$ cat src/rtl/weight_load_scheduler.sv
// -----------------------------------------------------------------------------
// weight_load_scheduler
//
// Sequences one convolution layer's weight loading for the data-transmission
// block: it fires a one-cycle init pulse, waits for the initial feature-map and
// weight RAM loads to complete (that initial load is group 0), then for every
// remaining kernel group it waits for the conv engine to consume the current
// group, issues a weight-RAM update request with per-lane write addresses, and
// runs the request/acknowledge handshake with the transmission block.
//
// Ports:
//   clk, rst                 clock, synchronous active-high reset
//   start                    one-cycle layer request, ignored while busy
//   num_groups, base_addr    layer parameters, captured on an accepted start
//   init_fm_ram_ready        feature-map RAM initial load finished
//   init_weight_ram_ready    weight RAM initial load finished
//   weight_data_done         transmission block has the requested weights
//   group_consumed           one-cycle pulse, conv engine finished a group
//   init                     one-cycle init pulse to the transmission block
//   update_weight_ram        weight-RAM update request
//   update_weight_ram_addr   PARA_KERNEL lanes of write address, all equal
//   group_idx                index of the group currently loaded
//   busy                     layer in progress
//   layer_done               one-cycle pulse at the end of the layer
// -----------------------------------------------------------------------------
module weight_load_scheduler #(
    parameter int PARA_KERNEL             = 8,
    parameter int WEIGHT_WRITE_ADDR_WIDTH = 10,
    parameter int GROUP_W                 = 8
) (
    input  logic                                           clk,
    input  logic                                           rst,
    input  logic                                           start,
    input  logic [GROUP_W-1:0]                             num_groups,
    input  logic [WEIGHT_WRITE_ADDR_WIDTH-1:0]             base_addr,
    input  logic                                           init_fm_ram_ready,
    input  logic                                           init_weight_ram_ready,
    input  logic                                           weight_data_done,
    input  logic                                           group_consumed,
    output logic                                           init,
    output logic                                           update_weight_ram,
    output logic [WEIGHT_WRITE_ADDR_WIDTH*PARA_KERNEL-1:0] update_weight_ram_addr,
    output logic [GROUP_W-1:0]                             group_idx,
    output logic                                           busy,
    output logic                                           layer_done
);

    localparam int AW    = WEIGHT_WRITE_ADDR_WIDTH;
    // Sum wide enough for either operand; the result is truncated to AW bits.
    localparam int SUM_W = (AW > GROUP_W) ? AW : GROUP_W;

    typedef enum logic [2:0] {
        ST_IDLE     = 3'd0,
        ST_INIT     = 3'd1,
        ST_WAIT_RDY = 3'd2,
        ST_WAIT_USE = 3'd3,
        ST_REQ      = 3'd4,
        ST_GAP      = 3'd5,
        ST_DONE     = 3'd6
    } state_t;

    state_t               state_r;
    logic [GROUP_W-1:0]   num_groups_r;
    logic [AW-1:0]        base_addr_r;
    logic [GROUP_W-1:0]   group_idx_r;
    logic [AW-1:0]        lane_addr_r;
    logic                 init_r;
    logic                 update_r;
    logic                 busy_r;
    logic                 layer_done_r;

    logic [GROUP_W-1:0]   next_idx_s;
    logic                 last_group_s;
    logic [AW-1:0]        next_lane_s;

    // Lane write address for a group: base plus index, wrapping modulo 2^AW.
    function automatic logic [AW-1:0] lane_addr_f(
        input logic [AW-1:0]      base,
        input logic [GROUP_W-1:0] idx
    );
        logic [SUM_W-1:0] sum;
        sum = SUM_W'(base) + SUM_W'(idx);
        return sum[AW-1:0];
    endfunction

    // Next-group index, last-group detect and the address of the next group.
    always_comb begin
        next_idx_s   = group_idx_r + GROUP_W'(1);
        last_group_s = (group_idx_r == (num_groups_r - GROUP_W'(1)));
        next_lane_s  = lane_addr_f(base_addr_r, next_idx_s);
    end

    // Layer sequencing FSM; every output is a register updated here.
    always_ff @(posedge clk) begin
        if (rst) begin
            state_r      <= ST_IDLE;
            num_groups_r <= '0;
            base_addr_r  <= '0;
            group_idx_r  <= '0;
            lane_addr_r  <= '0;
            init_r       <= 1'b0;
            update_r     <= 1'b0;
            busy_r       <= 1'b0;
            layer_done_r <= 1'b0;
        end else begin
            case (state_r)
                ST_IDLE: begin
                    if (start) begin
                        num_groups_r <= num_groups;
                        base_addr_r  <= base_addr;
                        group_idx_r  <= '0;
                        lane_addr_r  <= base_addr;
                        busy_r       <= 1'b1;
                        if (num_groups == GROUP_W'(0)) begin
                            // Empty layer: skip loading, report completion.
                            layer_done_r <= 1'b1;
                            state_r      <= ST_DONE;
                        end else begin
                            init_r  <= 1'b1;
                            state_r <= ST_INIT;
                        end
                    end else begin
                        busy_r <= 1'b0;
                    end
                end

                ST_INIT: begin
                    init_r  <= 1'b0;
                    state_r <= ST_WAIT_RDY;
                end

                ST_WAIT_RDY: begin
                    // Both flags must be seen together; the initial load is group 0.
                    if (init_fm_ram_ready && init_weight_ram_ready) begin
                        state_r <= ST_WAIT_USE;
                    end else begin
                        state_r <= ST_WAIT_RDY;
                    end
                end

                ST_WAIT_USE: begin
                    if (group_consumed) begin
                        if (last_group_s) begin
                            layer_done_r <= 1'b1;
                            state_r      <= ST_DONE;
                        end else begin
                            group_idx_r <= next_idx_s;
                            lane_addr_r <= next_lane_s;
                            update_r    <= 1'b1;
                            state_r     <= ST_REQ;
                        end
                    end else begin
                        state_r <= ST_WAIT_USE;
                    end
                end

                ST_REQ: begin
                    // A done flag still high from before counts as the acknowledge.
                    if (weight_data_done) begin
                        update_r <= 1'b0;
                        state_r  <= ST_GAP;
                    end else begin
                        state_r <= ST_REQ;
                    end
                end

                ST_GAP: begin
                    // Wait for the transmission block to clear its done flag so
                    // the next request cannot be acknowledged by a stale level.
                    if (!weight_data_done) begin
                        state_r <= ST_WAIT_USE;
                    end else begin
                        state_r <= ST_GAP;
                    end
                end

                ST_DONE: begin
                    layer_done_r <= 1'b0;
                    busy_r       <= 1'b0;
                    state_r      <= ST_IDLE;
                end

                default: begin
                    init_r       <= 1'b0;
                    update_r     <= 1'b0;
                    busy_r       <= 1'b0;
                    layer_done_r <= 1'b0;
                    state_r      <= ST_IDLE;
                end
            endcase
        end
    end

    assign init                   = init_r;
    assign update_weight_ram      = update_r;
    assign update_weight_ram_addr = {PARA_KERNEL{lane_addr_r}};
    assign group_idx              = group_idx_r;
    assign busy                   = busy_r;
    assign layer_done             = layer_done_r;

endmodule

$ cat config.mk
export PLATFORM = sky130hd
export DESIGN_NAME = weight_load_scheduler
export DESIGN_NICKNAME = d
export VERILOG_FILES = /design/src/rtl/weight_load_scheduler.sv
export SDC_FILE = /design/constraint.sdc
export NUM_CORES = 1
export LEC_CHECK = 0
export ABC_AREA = 0
export CORE_ASPECT_RATIO = 0.7
export CORE_MARGIN = 5
export CORE_UTILIZATION = 45
export CTS_CLUSTER_SIZE = 12
export DETAILED_ROUTE_END_ITERATION = 10
export GPL_ROUTABILITY_DRIVEN = 1
export PLACE_DENSITY_LB_ADDON = 0.15
export SLEW_MARGIN = 10
export SYNTH_ARGS = -nofsm -noshare
export SYNTH_HDL_FRONTEND = slang
export SYNTH_SLANG_ARGS = --single-unit
$ cat constraint.sdc
create_clock -name clk -period 2.8 [get_ports clk]
set_input_delay 0.56 -clock clk [delete_from_list [all_inputs] [get_ports clk]]
set_output_delay 0.56 -clock clk [all_outputs]
set_load 0.01 [all_outputs]
==> metrics <==
outcome finished, final reports clean; DR WL/cell around 15 um; net switching power roughly 640 uW; Ant. Diodes 0; row cnt 25; GP Congestion 0.896; DRC errors left 0; IO Count between 100 and 150; Comb power frac 38.9%; Clk Latency, worst-skew pair 0.30 ns; Final period util between 90 and 100%; vias in the first global route between 2000 and 3000; Port Buffers between 100 and 150; share of power burned in registers a little under two fifths; asr flop ratio synth 0%; crit-path max FO 6; GRT overflow 0; met2 usage 26.7%; Synth Instances 397; # H-tree levels 2; met1 Resource Use GR around 27%; full die area roughly 8600 um2; Power Dens Cells slightly below 500 nW/um2; HP Start base_addr_r[2]$_SDFFE_PP0P_; DRT iter0 DRCs 130; predominant post-synthesis flop cell dfxtp_1; via count between 2000 and 3000; most frequent cells in the layout 116 x clkdlybuf4s50_1, 62 x nand2_1, 44 x a21oi_1; CP Class reg -> reg; WL final 7.79 mm; worst slew pin tran 0.798 ns; crit path from group_idx[2]$_SDFFE_PP0P_; crit path cell chain and3_1 -> and3_2 -> xor2_1 -> ha_1 -> o21a_1 -> o21a_1 -> a211oi_1 -> nor2_1 -> xnor2_1 -> a211o_1 -> a21oi_1; cts bufs inserted 5; Bufs on Longest Clock Path 2; Tot GR Track Use a little under a fifth; max-cap violation count 0; sequential share of the synthesized area between 20% and 30%; Max Freq roughly 0.39 GHz; post-route ant nets 0; largest net degree at the start of global routing 23; Pleak between 1.5 and 2 nW; Ys Warns 0; Setup Viol. Count Final 0; Die Y ~80 um; TNS Setup 0 ns; Rel. slew slack roughly 47%; CTS tree yes; Post-synth EDFFs 0; Die W 109 um; min cycle time layout between 2 and 3 ns; via/cell ratio between 5 and 6; CTS Hold Bufs 0; Sw Share around a third; ratio of cells with drive above 1 in the final layout 8.13%; Top delay family on crit path compound AO/OA/AOI/OAI gates; P_int roughly 1.3 mW; Syn Nets about 430; #FFs+latches synth 43; Min-Delay Path Class reg -> reg; CP endpoint kind flip-flop; Most Crowded Layer GR met1; first-pass GRT wire length 12.9 mm; crit path buf inv count 0; Hold Vio Cnt, Final 0; post-DP HPWL 6.02 mm; Root Buffer clkbuf_8; Filler cells 664; Syn-to-layout area delta 28.1%; slowest stage cell, crit path dfxtp_1; FF-to-FF Start group_idx[2]$_SDFFE_PP0P_; Mapped Area between 3000 and 4000 um2; Clock power frac between 20 and 25%; Final Skew 0.00506 ns; Critical Path Most Common Cell o21a_1; Mapped Avg Cell Area 7.74 um2; max-slew violations 0; Reg clk slew, reported paths around 0.08 ns; RSZ-0062 raised after global routing false; Pwr Total 1.96 mW; Core Area between 6000 and 7000 um2; VDD IR max about 0.00025 V; Initial Util 45.9%; worst path required time around 3.0 ns; leading cell type in the layout, fill and taps excluded clkdlybuf4s50_1; initial antenna violation count 0; Total Nets Final around 480; met3 GRT Util between 5 and 6%; Clock Sinks 43; Setup crit start kind flip-flop; post-synth cell types 52; CP max stage delay around 0.40 ns; iteration count of the initial detailed-routing pass 4; CP arrival between 2 and 3 ns
worst register-to-register path, cell delays in order (launching register included):
cell      delay (ns)
dfxtp_1         0.40
and3_1          0.26
and3_2          0.25
xor2_1          0.16
ha_1            0.30
o21a_1          0.13
o21a_1          0.17
a211oi_1        0.20
nor2_1          0.10
xnor2_1         0.13
a211o_1         0.28
a21oi_1         0.13
metrics by stage:
step,setup slack [ns],hold WS (ns),cells,utilization [%],cell area (um2)
finish,0.220,0.470,537,58.8,3940
global route,0.00598,0.494,537,58.8,3940
CTS,0.106,0.475,537,58.7,3930
detailed placement,0.149,0.459,529,57.1,3820
global placement,0.238,0.453,529,57.1,3820
floorplan,0.272,0.440,397,-,3070
state kept, by name (all words and copies together), names as in the netlist:
| register | count |
|---|---|
| init | 1 |
| lane_addr_r | 10 |
| group_idx | 8 |
| busy | 1 |
| num_groups_r | 8 |
| base_addr_r | 10 |
| state_r | 3 |
| layer_done | 1 |
| update_weight_ram | 1 |
cell usage after synthesis (3+ instances only):
master    number  area [um2]
buf_4         70         526
nand2_1       62         233
a21oi_1       44         220
dfxtp_1       43         861
nor2_1        21        78.8
o21ai_0       13        65.1
clkbuf_1      12        45.0
nor3_1        12        60.1
xnor2_1       12         105
xor2_1        11        96.3
ha_1          10         125
inv_1          7        26.3
nand3_1        6        30.0
o21a_1         6        45.0
o211ai_1       5        37.5
a211oi_1       4        30.0
and3_1         4        25.0
buf_2          4        20.0
nand3b_1       4        30.0
nor2b_1        4        25.0
a311oi_2       3        45.0
a31oi_1        3        18.8
o21ai_1        3        15.0
layout make-up:
cell class	count	area [um2]	share of cell area, %
multi-input combinational	258	1580	40.2
timing repair buffer	127	1240	31.6
sequential	43	863	21.9
tap	94	118	2.99
clock buffer	7	96.3	2.45
inverter	7	26.3	0.668
clock inverter	1	7.51	0.191
power groups by stage:
| stage | clock network (mW) | registers (mW) | logic (mW) |
|---|---|---|---|
| final | 0.446 | 0.748 | 0.761 |
| after global routing | 0.488 | 0.764 | 0.821 |
| after CTS | 0.464 | 0.750 | 0.768 |
| after detailed placement | 0 | 0.764 | 0.765 |
| after global placement | 0 | 0.760 | 0.757 |
| after floorplan | 0 | 0.752 | 0.533 |
worst paths after layout:
path | end | slack [ns] | cells past startpoint
worst min-delay path | base_addr_r[2]$_SDFFE_PP0P_ | 0.47 | 2
worst max-delay path | lane_addr_r[9]$_SDFFE_PP0P_ | 0.22 | 11
worst max register to register | lane_addr_r[9]$_SDFFE_PP0P_ | 0.22 | 11
worst min register to register | base_addr_r[2]$_SDFFE_PP0P_ | 0.47 | 2
cell families after synthesis:
| kind of cell | after synthesis | synth area share [%] |
|---|---|---|
| AND/OR/NAND/NOR | 126 | 18.6 |
| adder cells (fa/ha/maj) | 11 | 4.72 |
| multiplexers | 1 | 0.326 |
| buffers and inverters | 96 | 20.7 |
| flip-flops | 43 | 28.0 |
| AO/OA/AOI/OAI | 97 | 21.1 |
| XOR/XNOR | 23 | 6.56 |
layer usage:
metal / share of wire (%) / vias to the layer above
met5: 0 / -
met4: 1.2 / 0
met3: 9.1 / 10
met2: 41 / 103
met1: 48 / 1228
li1: - / 1371
repair_timing:
action	4_1_cts	5_1_grt
buffers inserted	0	0
gates resized for setup	0	5
endpoints found under the setup margin	0	1
(Power assumes the default switching activity.)
